### src/rtl/spi_loader.sv
// ---------------------------------------------------------------------------
// spi_loader
//
// Copies an image from a W25Q-class SPI NOR flash into a bit-addressed buffer.
// Entering ACCTYPE code 110 loads a 1024-byte bootloader from the start of
// the selected image slot. Entering code 111 loads one 64-byte page from the
// page region of that slot. The flash is read with a Standard Read (0x03)
// in SPI mode 0. Each SPI bit takes two MCLK cycles, so CLK = MCLK/2.
//
// Ports
//   MCLK      in   1   master clock, all logic on the rising edge
//   nRESET    in   1   asynchronous active-low reset
//   IMGNUM    in   3   image slot select (0-7)
//   ACCTYPE   in   3   access request code (110 boot, 111 page)
//   ABSPOS    in  12   absolute page position (0-4095)
//   BUFWADDR  out 15   buffer write bit address
//   BUFWDATA  out  1   buffer write data bit
//   BUFWCLK   out  1   buffer write strobe, one MCLK per bit
//   nCS       out  1   flash chip select, active low
//   MOSI      out  1   flash serial data in
//   MISO      in   1   flash serial data out
//   CLK       out  1   flash serial clock, idles low
//   nWP       out  1   flash write protect, held high
//   nHOLD     out  1   flash hold / reset, held high
// ---------------------------------------------------------------------------
module spi_loader (
    input  logic        MCLK,
    input  logic        nRESET,
    input  logic [2:0]  IMGNUM,
    input  logic [2:0]  ACCTYPE,
    input  logic [11:0] ABSPOS,
    output logic [14:0] BUFWADDR,
    output logic        BUFWDATA,
    output logic        BUFWCLK,
    output logic        nCS,
    output logic        MOSI,
    input  logic        MISO,
    output logic        CLK,
    output logic        nWP,
    output logic        nHOLD
);

    typedef enum logic [2:0] {
        IDLE,
        CMD,
        ADDR,
        DATA,
        DONE
    } state_t;

    localparam logic [2:0]  ACC_BOOT      = 3'b110;
    localparam logic [2:0]  ACC_PAGE      = 3'b111;
    localparam logic [7:0]  CMD_READ      = 8'h03;
    localparam logic [21:0] PAGE_REGION   = 22'h040000;
    localparam logic [12:0] LAST_BOOT_BIT = 13'd8191;
    localparam logic [12:0] LAST_PAGE_BIT = 13'd511;
    localparam logic [4:0]  LAST_CMD_BIT  = 5'd7;
    localparam logic [4:0]  LAST_HDR_BIT  = 5'd31;

    state_t      state;
    logic [2:0]  prev_acctype;
    logic        code_entry;
    logic        phase;
    logic [4:0]  hdr_cnt;
    logic [30:0] hdr_sr;
    logic [12:0] data_cnt;
    logic [12:0] last_bit;
    logic        cs_guard;
    logic [21:0] boot_addr;
    logic [21:0] page_addr;
    logic [21:0] start_addr;
    logic [12:0] start_last;

    // A load request is a transition into code 110/111. Holding the code
    // does not count. A transition that arrives while busy is also ignored,
    // because the IDLE branch below is the only place that acts on it.
    always_comb begin
        code_entry = ((ACCTYPE == ACC_BOOT) || (ACCTYPE == ACC_PAGE)) &&
                     (ACCTYPE != prev_acctype);
    end

    // Flash byte address and last bit index for the request that is
    // currently on the inputs. These are used only on the start edge.
    always_comb begin
        boot_addr  = {IMGNUM, 19'h00000};
        page_addr  = boot_addr + PAGE_REGION + {4'b0000, ABSPOS, 6'b000000};
        start_addr = (ACCTYPE == ACC_BOOT) ? boot_addr : page_addr;
        start_last = (ACCTYPE == ACC_BOOT) ? LAST_BOOT_BIT : LAST_PAGE_BIT;
    end

    // Previous-code register. It is updated every cycle, including during a
    // load, so that a code held through a load cannot retrigger afterwards.
    always_ff @(posedge MCLK or negedge nRESET) begin
        if (!nRESET) begin
            prev_acctype <= 3'b000;
        end else begin
            prev_acctype <= ACCTYPE;
        end
    end

    // Main sequencer. phase 0 is the first MCLK of an SPI bit: CLK is low
    // and MOSI holds the bit. phase 1 is the second MCLK: CLK is high.
    //
    // The edge that leaves phase 0 raises CLK and samples MISO. In DATA,
    // that same edge raises BUFWCLK for one cycle with the sampled bit.
    //
    // hdr_sr holds the header bits that come after the one now on MOSI.
    // The first bit goes straight to MOSI on the start edge.
    //
    // cs_guard keeps IDLE from starting on its first cycle, so nCS stays
    // high for at least two MCLK between loads.
    always_ff @(posedge MCLK or negedge nRESET) begin
        if (!nRESET) begin
            state    <= IDLE;
            nCS      <= 1'b1;
            CLK      <= 1'b0;
            MOSI     <= 1'b0;
            BUFWCLK  <= 1'b0;
            BUFWDATA <= 1'b0;
            BUFWADDR <= 15'd0;
            phase    <= 1'b0;
            hdr_cnt  <= 5'd0;
            hdr_sr   <= 31'd0;
            data_cnt <= 13'd0;
            last_bit <= 13'd0;
            cs_guard <= 1'b0;
        end else begin
            case (state)
                IDLE: begin
                    nCS     <= 1'b1;
                    CLK     <= 1'b0;
                    MOSI    <= 1'b0;
                    BUFWCLK <= 1'b0;
                    if (cs_guard) begin
                        cs_guard <= 1'b0;
                    end else if (code_entry) begin
                        nCS      <= 1'b0;
                        MOSI     <= CMD_READ[7];
                        hdr_sr   <= {CMD_READ[6:0], 2'b00, start_addr};
                        hdr_cnt  <= 5'd0;
                        phase    <= 1'b0;
                        data_cnt <= 13'd0;
                        last_bit <= start_last;
                        state    <= CMD;
                    end
                end

                CMD, ADDR: begin
                    if (!phase) begin
                        CLK   <= 1'b1;
                        phase <= 1'b1;
                    end else begin
                        CLK     <= 1'b0;
                        phase   <= 1'b0;
                        hdr_cnt <= hdr_cnt + 5'd1;
                        hdr_sr  <= {hdr_sr[29:0], 1'b0};
                        if (hdr_cnt == LAST_HDR_BIT) begin
                            MOSI  <= 1'b0;
                            state <= DATA;
                        end else begin
                            MOSI <= hdr_sr[30];
                            if (hdr_cnt == LAST_CMD_BIT) begin
                                state <= ADDR;
                            end
                        end
                    end
                end

                DATA: begin
                    if (!phase) begin
                        CLK      <= 1'b1;
                        phase    <= 1'b1;
                        BUFWCLK  <= 1'b1;
                        BUFWDATA <= MISO;
                        BUFWADDR <= {2'b00, data_cnt};
                    end else begin
                        CLK      <= 1'b0;
                        phase    <= 1'b0;
                        BUFWCLK  <= 1'b0;
                        data_cnt <= data_cnt + 13'd1;
                        if (data_cnt == last_bit) begin
                            state <= DONE;
                        end
                    end
                end

                DONE: begin
                    nCS      <= 1'b1;
                    cs_guard <= 1'b1;
                    state    <= IDLE;
                end

                default: begin
                    state <= IDLE;
                end
            endcase
        end
    end

    // The flash is never written, and its hold/reset pin is never used.
    always_comb begin
        nWP   = 1'b1;
        nHOLD = 1'b1;
    end

endmodule

### config.mk
export PLATFORM = sky130hd
export DESIGN_NAME = spi_loader
export DESIGN_NICKNAME = d
export VERILOG_FILES = /design/src/rtl/spi_loader.sv
export SDC_FILE = /design/constraint.sdc
export NUM_CORES = 1
export LEC_CHECK = 0
export BUFFER_PORTS_ARGS = -buffer_cell sky130_fd_sc_hd__buf_4
export CAP_MARGIN = 25
export CORE_UTILIZATION = 39
export CTS_CLUSTER_DIAMETER = 50
export CTS_CLUSTER_SIZE = 20
export DETAILED_ROUTE_END_ITERATION = 8
export GPL_TIMING_DRIVEN = 0
export PLACE_DENSITY = 0.7
export SLEW_MARGIN = 30
export SYNTH_ARGS = -nofsm -noshare
export SYNTH_HDL_FRONTEND = slang
export SYNTH_SLANG_ARGS = --single-unit
### constraint.sdc
create_clock -name MCLK -period 1.9 [get_ports MCLK]
set_input_delay 0 -clock MCLK [delete_from_list [all_inputs] [get_ports MCLK]]
set_output_delay 0 -clock MCLK [all_outputs]
set_load 0.005 [all_outputs]
; Word-level counts from Yosys, hierarchy flattened
; Index checks and enable logic that the tools add are counted.
[totals]
ff_bits = 88
out_inout_bits = 22
[classes]
addsub = 4
n_eq_ne = 16
n_bitwise = 2
reduce_logical = 16
mux = 35
[op_table]
columns = op, n
row1 = $mux W31, 3
row2 = $pmux W31 S2, 1
row3 = $mux W13, 4
row4 = $pmux W13 S2, 1
row5 = $add A22 B18 Y22, 1
row6 = $add A22 B19 Y22 const B, 1
row7 = $mux W22, 1
row8 = $mux W3, 7
row9 = $mux W5, 3
row10 = $add A13 B1 Y13 const B, 1
row11 = $eq A13 B13 Y1, 1
row12 = $pmux W1 S2, 6
row13 = $ne A2 B2 Y1 const B, 5
row14 = $pmux W5 S2, 1
row15 = $eq A3 B3 Y1 const B, 3
row16 = $pmux W3 S3, 1
row17 = $reduce_and A4 Y1, 2
row18 = $reduce_bool A2 Y1, 4
row19 = $mux W1, 7
row20 = $eq A3 B2 Y1 const B, 2
row21 = $reduce_and A3 Y1, 2
row22 = $reduce_and A6 Y1, 1
row23 = $add A5 B1 Y5 const B, 1
row24 = $eq A5 B3 Y1 const B, 1
row25 = other kinds (11), 13

; Longest topological paths before layout
[depth]
depth_word = 6
mapped_depth = 7
mapped_depth_nobuf = 7

; Least setup slack after synthesis
; No wires, ideal clock.
[synth_path]
kind = reg-to-reg
from = reg data_cnt[9]
to = reg state[2]
path_slack_ns = 0.000
t_arrival_ns = 1.788
required_ns = 1.789
stages_incl_launch_ff = 5
cell_sequence = dfrtp_1 -> or4_1 -> o22a_1 -> or3_1 -> a2111oi_2
[synth_between]
elab_chain_cells = 3
[synth_rtl]
columns = element, line
row1 = "start, declared", 66  ; logic [12:0] data_cnt;
row2 = "start signal, assigned", 180  ; data_cnt <= data_cnt + 13'd1;
row3 = $eq A13 B13 Y1, 181  ; if (data_cnt == last_bit) begin
row4 = $ne A2 B2 Y1 (no line), -
row5 = $reduce_and A6 Y1 (no line), -
row6 = "end signal, assigned", 182  ; state <= DONE;
row7 = "end signal, assigned", 190  ; state <= IDLE;
row8 = "end signal, assigned", 194  ; state <= IDLE;
row9 = "end, declared", 60  ; state_t state;
; No other way between the ends.
; A chain may end at the register's enable or synchronous reset.

; Worst setup path after layout
[layout_path]
from = reg data_cnt[10]
to = reg state[2]
; Same word-level chain as after synthesis.

==> results.md <==
Final layout:
- The final instance area is 4370 um^2.
- The final cell utilization of the core is 52.2%.
- The final non-filler cell total is 517.
- The ratio of cells with drive above 1 in the final layout is 29.1%.
- The leading cell type in the layout, fill and taps excluded is sky130_fd_sc_hd__dfrtp_1.
- The area growth from synthesis to layout is 26.7%.
- Leaving out fill and tap cells, the most frequent cells in the layout are sky130_fd_sc_hd__dfrtp_1, sky130_fd_sc_hd__buf_4, sky130_fd_sc_hd__nand3_1.
- In the final design database the tool counted 431 nets.
- 0 antenna diodes ended up in the layout.

Clock tree:
- The later pin in the worst-skew pair is clocked with a latency of 350 ps.
- Clock-pin slew was measured on the worst setup and hold paths at 80 ps.
- TritonCTS built the clock tree.
- Buffers inserted during clock tree synthesis total 9.
- The clock drives 71 sinks.
- The cell sitting at the root of the clock tree is a sky130_fd_sc_hd__clkbuf_8.
- The number of H-tree levels is 3.
- The maximum count of clock buffers along a single path is 2.

Timing:
- Hold is met by 46.9 ps.
- The clock period minus final worst setup slack is 1850 ps.
- Measured against its own limit, the worst slew margin works out to 57.7%.
- The slew at the pin with the worst max-slew slack is 634 ps.
- Static timing analysis puts the maximum clock frequency at 540 MHz.
- Setup violations remaining at the end of the flow were counted as 0.
- The post-route clock skew is 12.0 ps.
- The number of pins exceeding their max-slew limit in the final report is 0.
- The final hold violation count is 0.
- Setup repair after global routing could not meet its margin everywhere.
- Of the available clock period, the critical path in the final layout requires 97.4%.
- The setup TNS after final layout is 0 ps.

Drt:
- The average wire per cell in the routed design is 14.8 um.
- After detailed routing, the number of remaining DRC violations is 0.
- The detailed-route vias per instance is 5.38.
- The detailed router placed 2781 vias in this run.
- The detail route stage leaves a number of antenna-violating nets equal to 0.
- The initial detailed-routing violation count is 133.
- The final layout contains routed wiring with a total length of 7630 um.
- For this run, the detailed router's first-pass iteration total came to 4.

Critical path:
- The worst setup path is captured at a flip-flop.
- The critical path start-end classification is flip-flop to flip-flop.
- The worst-path maximum fanout is 2.
- The beginning of the critical path is data_cnt[10].
- Walking the worst path, the cells encountered are or4_4 -> o22a_1 -> or3_4 -> a2111oi_4.
- The largest individual stage delay along the critical path comes from the cell sky130_fd_sc_hd__or4_4.
- The biggest cell delay along the critical path is 530 ps.
- The arrival time at the worst endpoint is 2090 ps.
- The register-to-register path setup slack is 50 ps.
- The worst reg2reg path endpoint is state[2].
- STA classifies the critical path startpoint as a flip-flop.
- The number of cells on the worst reg-to-reg path is 4.
- For the worst setup path, the data required time is 2140 ps.
- In this run the critical register-to-register path is launched from data_cnt[10].

Global routing:
- The initial antenna violation count is 0.
- Across every metal layer, demand over resource in global routing totals 18.6%.
- The first global-routing pass estimated 13000 um of wire.
- The pin count of the biggest net entering global routing is 72.
- The overflow left after global routing is 0.
- The number of global-route vias before repair is 2671.

Min path:
- The worst hold path begins at ABSPOS[8].
- The worst hold path belongs to the class input port to flip-flop.
- The worst hold path depth is 4.
- The worst hold path terminates at hdr_sr[14].

Die:
- In this run the count of I/O pins placed on the die edge is 43.
- The die span in x is 96.1 um.
- The floorplan step defined a die boundary enclosing 9230 um^2.
- The floorplan has 33 rows.
- Measured along the y axis, the die boundary spans 96.1 um.
- The effective utilization at floorplan is 41.2%.
- The total core area is 8380 um^2.

Yosys:
- In this run the mean area of a mapped cell was 10.2 um^2.
- Counting flops with a built-in enable in the synthesized netlist gives 0.
- The synthesized design contains 71 register bits.
- The count of unique library cells instantiated by Yosys is 51.
- The number of cells produced by synthesis is 338.
- The share of synthesized flip-flops with an asynchronous set or reset is 100%.
- Yosys printed 0 warnings.
- The share of synthesized area occupied by flip-flops and latches is 51.5%.
- The cell area after synthesis is 3450 um^2.
- The most used flip-flop cell after synthesis is sky130_fd_sc_hd__dfrtp_1.

Placement:
- In this run the tool buffered the top-level ports with 38 buffer cells.
- Routability-driven placement finished with a final weighted congestion of 0.839.
- The instance count after placement with tap cells included is 483.
- The post-placement cell area is 3880 um^2.
- The post-DP HPWL is 5040 um.

Job:
- The total of max-cap violations is 0.

Power:
- VDD sags by at most 0.665 mV.
- In this run the static leakage power is 2.02 nW.
- Power spread over the standard cell area amounts to 1290 nW/um^2.

Outcome:
- The run finished with clean final reports.
-- what timing repair did --
item | 4_1_cts | 5_1_grt
setup endpoints to repair | 37 | 35
pin swaps | 4 | 5
endpoints found under the hold margin | 80 | 0
buffers inserted | 4 | 2
hold buffers | 11 | 0
resized for setup | 7 | 23
cloned | 0 | 1
-- layer usage --
layer  up-vias  part of all wire (%)  track usage [%]
met5         -                     0                0
met4         0                   1.9             8.08
met1      1354                    45             24.5
li1       1343                     -                -
met3        12                   4.1             4.03
met2        72                    49             29.3
-- flip-flops by register name, summed over array words and instances (netlist names) --
register,count
BUFWADDR,13
BUFWCLK,1
BUFWDATA,1
CLK,1
MOSI,1
cs_guard,1
data_cnt,13
hdr_cnt,5
hdr_sr,25
last_bit,2
nCS,1
phase,1
prev_acctype,3
state,3
-- area by class of cell --
type | instances | area, um^2
Fill cell | 743 | 4010
Sequential cell | 71 | 1780
Multi-Input combinational cell | 241 | 1590
Timing Repair Buffer | 56 | 469
Buffer | 22 | 153
Clock buffer | 10 | 138
Tap cell | 105 | 131
Clock inverter | 6 | 83.8
Inverter | 6 | 22.5
-- Yosys cell counts, types with 5 or more instances --
cell type | instances | area share [%]
sky130_fd_sc_hd__a21oi_1 | 9 | 1.3
sky130_fd_sc_hd__clkbuf_1 | 11 | 1.2
sky130_fd_sc_hd__dfrtp_1 | 70 | 51
sky130_fd_sc_hd__inv_1 | 6 | 0.65
sky130_fd_sc_hd__mux2_2 | 24 | 7.8
sky130_fd_sc_hd__mux2i_1 | 5 | 1.4
sky130_fd_sc_hd__nand2_1 | 35 | 3.8
sky130_fd_sc_hd__nand3_1 | 44 | 6.4
sky130_fd_sc_hd__nor2_1 | 15 | 1.6
sky130_fd_sc_hd__o21ai_0 | 37 | 5.4
sky130_fd_sc_hd__xor2_1 | 7 | 1.8
-- worst max-delay path: cells and delay by family, from the launching register on --
kind            cells  cell delay, ps
flops               1             390
compound gates      2             470
simple gates        2             880
-- through the flow --
step | power (mW) | setup slack (ps)
after floorplan | 3.56 | 0.325
after CTS | 5.56 | 31.4
after detailed placement | 4.13 | -261
after global placement | 4.05 | -200
after global routing | 6.07 | -39.0
final | 5.66 | 49.8
-- worst max path at each step --
stage / slack, ps / endpoint / cells past startpoint
global route: -40 / state[2] / 4
detailed placement: -260 / hdr_sr[27] / 7
finish: 50 / state[2] / 4
floorplan: 0.3 / state[2] / 4
global placement: -200 / hdr_sr[7] / 7
CTS: 30 / state[2] / 4
-- cells by family after synthesis --
kind of cell / after synthesis / share of synthesized area (%)
adder cells (fa/ha/maj): 4 / 1.38
buffers and inverters: 28 / 4.75
AO/OA/AOI/OAI: 65 / 11.2
other: 2 / 0.218
AND/OR/NAND/NOR: 129 / 19.1
flip-flops: 71 / 51.5
multiplexers: 29 / 9.28
XOR/XNOR: 10 / 2.54
-- power breakdown --
group | internal [mW] | switching [mW] | total [mW]
Clock | 0.771 | 0.587 | 1.36
Sequential | 1.90 | 0.288 | 2.19
Combinational | 0.985 | 1.13 | 2.11
Note: power is estimated with default switching activity, not from simulation.
